`src/rtl/rf_pkg.sv`:
```
// rtl/rf_pkg.sv - shared defaults and address-width helper for the multi-port register file
package rf_pkg;

    localparam int DATA_W_DEF   = 32;
    localparam int NUM_REGS_DEF = 32;
    localparam int NUM_RD_DEF   = 2;
    localparam int NUM_WR_DEF   = 2;

    function automatic int addr_w(input int num_regs);
        return (num_regs <= 2) ? 1 : $clog2(num_regs);
    endfunction

endpackage

```
`src/rtl/rf_scoreboard.sv`:
```
// rtl/rf_scoreboard.sv - pending-producer scoreboard: issue sets a register busy, any write clears it
module rf_scoreboard
    import rf_pkg::*;
#(
    parameter int NUM_REGS = NUM_REGS_DEF,
    parameter int NUM_WR   = NUM_WR_DEF,
    parameter int ZERO_REG = 1,
    parameter int AW       = addr_w(NUM_REGS)
) (
    input  logic                 clk,
    input  logic                 reset_n,
    input  logic                 issue_en,
    input  logic [AW-1:0]        issue_addr,
    input  logic [NUM_WR-1:0]    wr_en,
    input  logic [NUM_WR*AW-1:0] wr_addr,
    output logic [NUM_REGS-1:0]  busy_vec,
    output logic [NUM_REGS-1:0]  busy_next
);

    // Set is applied after clear so a coinciding issue keeps the register busy.
    always_comb begin
        busy_next = busy_vec;
        for (int w = 0; w < NUM_WR; w++) begin
            if (wr_en[w]) begin
                busy_next[wr_addr[w*AW +: AW]] = 1'b0;
            end
        end
        if (issue_en) begin
            busy_next[issue_addr] = 1'b1;
        end
        if (ZERO_REG != 0) begin
            busy_next[0] = 1'b0;
        end
    end

    always_ff @(posedge clk or negedge reset_n) begin
        if (!reset_n) begin
            busy_vec <= '0;
        end else begin
            busy_vec <= busy_next;
        end
    end

endmodule

```
`src/rtl/register_file_mp.sv`:
```
// rtl/register_file_mp.sv - multi-port register file with write bypass and issue scoreboard
module register_file_mp
    import rf_pkg::*;
#(
    parameter int DATA_W     = DATA_W_DEF,
    parameter int NUM_REGS   = NUM_REGS_DEF,
    parameter int NUM_RD     = NUM_RD_DEF,
    parameter int NUM_WR     = NUM_WR_DEF,
    parameter int ZERO_REG   = 1,
    parameter int RESET_INIT = 1,
    parameter int AW         = addr_w(NUM_REGS)
) (
    input  logic                     clk,
    input  logic                     reset_n,
    input  logic [NUM_RD-1:0]        rd_en,
    input  logic [NUM_RD*AW-1:0]     rd_addr,
    output logic [NUM_RD*DATA_W-1:0] rd_data,
    output logic [NUM_RD-1:0]        rd_busy,
    input  logic [NUM_WR-1:0]        wr_en,
    input  logic [NUM_WR*AW-1:0]     wr_addr,
    input  logic [NUM_WR*DATA_W-1:0] wr_data,
    input  logic                     issue_en,
    input  logic [AW-1:0]            issue_addr,
    output logic [NUM_REGS-1:0]      busy_vec
);

    logic [DATA_W-1:0]   regs [NUM_REGS];
    logic [DATA_W-1:0]   rd_val [NUM_RD];
    logic [NUM_RD-1:0]   rd_busy_nxt;
    logic [NUM_REGS-1:0] busy_next;
    logic [NUM_WR-1:0]   wr_live;

    always_comb begin
        for (int w = 0; w < NUM_WR; w++) begin
            wr_live[w] = wr_en[w] && !((ZERO_REG != 0) && (wr_addr[w*AW +: AW] == '0));
        end
    end

    // Later ports are visited last so the highest-index writer wins a collision.
    always_ff @(posedge clk or negedge reset_n) begin
        if (!reset_n) begin
            for (int i = 0; i < NUM_REGS; i++) begin
                regs[i] <= (RESET_INIT != 0) ? DATA_W'(i) : '0;
            end
        end else begin
            for (int w = 0; w < NUM_WR; w++) begin
                if (wr_live[w]) begin
                    regs[wr_addr[w*AW +: AW]] <= wr_data[w*DATA_W +: DATA_W];
                end
            end
        end
    end

    always_comb begin
        for (int p = 0; p < NUM_RD; p++) begin
            rd_val[p] = regs[rd_addr[p*AW +: AW]];
            for (int w = 0; w < NUM_WR; w++) begin
                if (wr_live[w] && (wr_addr[w*AW +: AW] == rd_addr[p*AW +: AW])) begin
                    rd_val[p] = wr_data[w*DATA_W +: DATA_W];
                end
            end
            if ((ZERO_REG != 0) && (rd_addr[p*AW +: AW] == '0)) begin
                rd_val[p] = '0;
            end
            rd_busy_nxt[p] = busy_next[rd_addr[p*AW +: AW]];
        end
    end

    always_ff @(posedge clk or negedge reset_n) begin
        if (!reset_n) begin
            rd_data <= '0;
            rd_busy <= '0;
        end else begin
            for (int p = 0; p < NUM_RD; p++) begin
                if (rd_en[p]) begin
                    rd_data[p*DATA_W +: DATA_W] <= rd_val[p];
                    rd_busy[p]                  <= rd_busy_nxt[p];
                end
            end
        end
    end

    rf_scoreboard #(
        .NUM_REGS (NUM_REGS),
        .NUM_WR   (NUM_WR),
        .ZERO_REG (ZERO_REG),
        .AW       (AW)
    ) u_scoreboard (
        .clk        (clk),
        .reset_n    (reset_n),
        .issue_en   (issue_en),
        .issue_addr (issue_addr),
        .wr_en      (wr_en),
        .wr_addr    (wr_addr),
        .busy_vec   (busy_vec),
        .busy_next  (busy_next)
    );

endmodule

```
`config.mk`:
```
export PLATFORM = sky130hd
export DESIGN_NAME = register_file_mp
export DESIGN_NICKNAME = d
export VERILOG_FILES = /design/src/rtl/rf_pkg.sv /design/src/rtl/rf_scoreboard.sv /design/src/rtl/register_file_mp.sv
export SDC_FILE = /design/constraint.sdc
export NUM_CORES = 2
export LEC_CHECK = 0
export BUFFER_PORTS_ARGS = -buffer_cell sky130_fd_sc_hd__buf_2
export CAP_MARGIN = 20
export CORE_UTILIZATION = 30
export CTS_CLUSTER_SIZE = 30
export DETAILED_ROUTE_END_ITERATION = 12
export GPL_TIMING_DRIVEN = 1
export HOLD_SLACK_MARGIN = 0.15
export MAX_ROUTING_LAYER = met4
export PLACE_DENSITY = 0.4
export SYNTH_ARGS = -nofsm -noshare
export SYNTH_HDL_FRONTEND = slang
export SYNTH_SLANG_ARGS = --single-unit
```
`constraint.sdc`:
```
create_clock -name clk -period 2.4 [get_ports clk]
set_input_delay 0.24 -clock clk [delete_from_list [all_inputs] [get_ports clk]]
set_output_delay 0.24 -clock clk [all_outputs]
set_load 0.01 [all_outputs]
```
==> results.txt <==
Result of the run: finished clean
Antenna Violating Nets Remaining: 0
Clk buf depth: 3
X dimension of the die: 481 um
Max H-tree Level: 4
Worst reg2reg endpoint: rd_data[17]
Setup_tns: 0 ns
Post-synthesis cell area: 0.0688 mm2
Number of different library cells in the post-synthesis netlist: 72
Global-route wire length before repair: 454000 um
Average size of a mapped cell: 10.8 um2
Worst IR Drop VDD: 0.000654 V
Worst-Margin Slew: 1.04 ns
Mean number of vias per cell: 5.75
Area enclosed by the die boundary: 0.231 mm2
Worst-Skew Late Latency: 0.83 ns
Std cell rows: 175
Total wirelength of the detailed-routed design: 325000 um
Final weighted congestion in routability-driven placement: 0.878
Number of max-cap violations: 0
Min-delay worst type: primary input to register
DP Wirelength: 202000 um
Core Area: 0.227 mm2
Crit. End Element: register
Cell taking the most area after synthesis: dfrtp_1
GRT Total Usage: 28.8%
Share of final-layout standard cells stronger than drive strength 1: 26.2%
Net count reported at finish: 6640
Register area: 0.0282 mm2
Total clock sinks: 1121
Mapped Nets: 6464
Number of clock buffers inserted by TritonCTS: 144
Max frequency: 0.425 GHz
Setup Skew: 0.0257 ns
Number of cell instances on the worst register-to-register path: 5
Asr flop ratio synth: 100%
Utilization after layout: 36.6%
Initial DRC count: 5917
Sum of overflow across all layers after global routing: 0
Total area of multi-input combinational cells: 0.0379 mm2
Finished layout cell area: 0.0832 mm2
Proportion of netlist area held by the largest area contributor: 37.9%
Power per cell area: 827 mW/mm2
DRC violation count after routing: 0
Hold-critical path depth: 5
Setup Crit Path Kind: primary input to register
Top_reg_cell synth: dfrtp_1
Vias in the first global route: 53784
Initial Utilization: 30.2%
Total vias in the final route: 55630
Flops & latches, synth: 1121
Layout-stage area growth over the synthesis result: 21.0%
Number of iterations in the first detailed-routing pass: 6
Number of antenna violations at the first check in global routing: 14
Part of the Yosys area used for sequential elements: 40.9%
Post-DP Area: 0.0772 mm2
Launching point of the worst reg2reg path: regs[913]
Setup repair after global routing missed its margin: true
EDFF count, synth: 0
Worst Path Max Fanout: 12
Largest net degree at the start of global routing: 124
Leakage power: 34.6 nW
Clock-pin slew reported for the worst setup and hold paths after clock tree synthesis: 0.06 ns
Clock root cell: clkbuf_16
Final setup violation count: 0
Reg2reg setup slack: 0.05 ns
CTS tree: yes
Final total power: 68.8 mW
Count of boundary I/O pins: 194
Time the worst path needs with I/O delays and setup: 2.36 ns
Die span in y: 481 um
Number of fill cells: 22192
Critical Path Start Type: primary input
Tightest slew margin relative to the limit: 30.5%
# port buffers: 192
Total number of yosys warnings: 0
Instance count of the mapped netlist: 6368
Critical path data required time: 3.14 ns
Worst-case hold path end point: u_scoreboard.busy_vec[25]
Routed length per placed instance: 33.6 um
WP data arrival: 3.10 ns
Final slew viol count: 0
Fin. Hold Viols: 0
Worst hold start: wr_addr[1]
Post-route fraction of the period consumed by the critical path: 98.1%
Top cells by area, synth: dfrtp_1, mux4_2, mux2i_1
## repair_timing
item | CTS | global route
gates resized for setup | 0 | 24
setup endpoints to repair | 0 | 13
hold buffers | 117 | 0
hold endpoints to repair | 2162 | 0
setup buffers | 0 | 1
## report_power, final
group	switching [mW]	internal, mW
registers	4.46	24.2
logic	7.71	9.98
clock network	9.28	13.2
total	21.5	47.3
## synthesized netlist by cell type, types with 6 or more instances
cell type and count:
a32o_1 13, xnor2_1 9, mux2i_1 992, xor2_1 11
a21oi_1 1037, inv_1 13, nor3_1 12, a221o_1 6
or2_1 6, buf_4 11, buf_1 145, nor2_1 893
nand4_1 6, nor2b_1 43, a222oi_1 32, clkbuf_1 502
nand3b_1 6, dfstp_2 80, nand3_1 78, nand2_1 290
dfrtp_1 1041, mux4_2 612, nand2b_1 37, nand4b_1 7
o21ai_1 31, buf_2 145, o21ai_0 173, a22oi_1 32
a311oi_1 6
## through the flow
| stage | setup WS [ns] | cells | hold WS [ns] |
|---|---|---|---|
| finish | 0.0449 | 9670 | 0.227 |
| global route | -0.0106 | 9666 | 0.235 |
| CTS | 0.0225 | 9666 | 0.157 |
| detailed placement | -0.451 | 9296 | 0.150 |
| global placement | -0.477 | 9296 | 0.160 |
| floorplan | 0.0864 | 6368 | -0.0556 |
## layer usage
layer | up-vias | GRT usage [%] | share of wire, %
met4 | 0 | 9.48 | 3.5
met1 | 29203 | 39.4 | 45
met5 | - | - | 0
met3 | 488 | 3.49 | 5.7
li1 | 23707 | - | -
met2 | 2232 | 44.1 | 46
## cell usage in the layout (no fill, tap or decap), types with 65 or more instances in the layout
cell type / instances
a21oi_1: 1037
buf_12: 190
buf_2: 179
buf_4: 350
clkbuf_16: 147
dfrtp_1: 1041
dfstp_2: 80
dlygate4sd3_1: 109
mux2i_1: 992
mux4_2: 612
nand2_1: 260
nand3_1: 65
nor2_1: 873
o21ai_0: 172
## layout make-up
class | count | area share [%]
diodes | 10 | 0.0301
clock buffers | 218 | 5.11
clock inverters | 35 | 0.597
inverters | 15 | 0.0692
multi-input cells | 4424 | 45.6
flip-flops and latches | 1121 | 33.8
well taps | 3009 | 4.52
repair buffers | 838 | 10.3
## worst max path at each step
stage                     slack, ns          start  cells past startpoint           to
after floorplan                0.09     rd_addr[5]                      7  rd_data[52]
after global placement        -0.48     rd_addr[0]                      8  rd_data[17]
after detailed placement      -0.45     rd_addr[0]                      8  rd_data[17]
after CTS                      0.02  issue_addr[1]                     12   rd_busy[1]
after global routing          -0.01      regs[650]                      6  rd_data[42]
final                          0.04       wr_en[1]                      9  rd_data[42]
## logic make-up after synthesis
kind of cell	after synthesis	share of synthesized area [%]
other cells	1	0.00545
flops	1121	40.9
buf+inv	823	4.87
xor+xnor	20	0.255
mux	1608	34.6
compound gates	1375	10.7
simple gates	1420	8.64
## flip-flops by register name, summed over array words and instances, names as in the netlist
name	count
rd_data	64
u_scoreboard.busy_vec	31
regs	1024
rd_busy	2
## critical path, cell delays in order
cell           delay [ns]
dlygate4sd3_1        0.52
buf_2                0.26
nand4_1              0.16
buf_4                0.18
nor2_4               0.68
buf_12               0.27
a21oi_1              0.10
nand3_1              0.10
dlygate4sd3_1        0.54
Note: power is estimated with default switching activity, not from simulation.
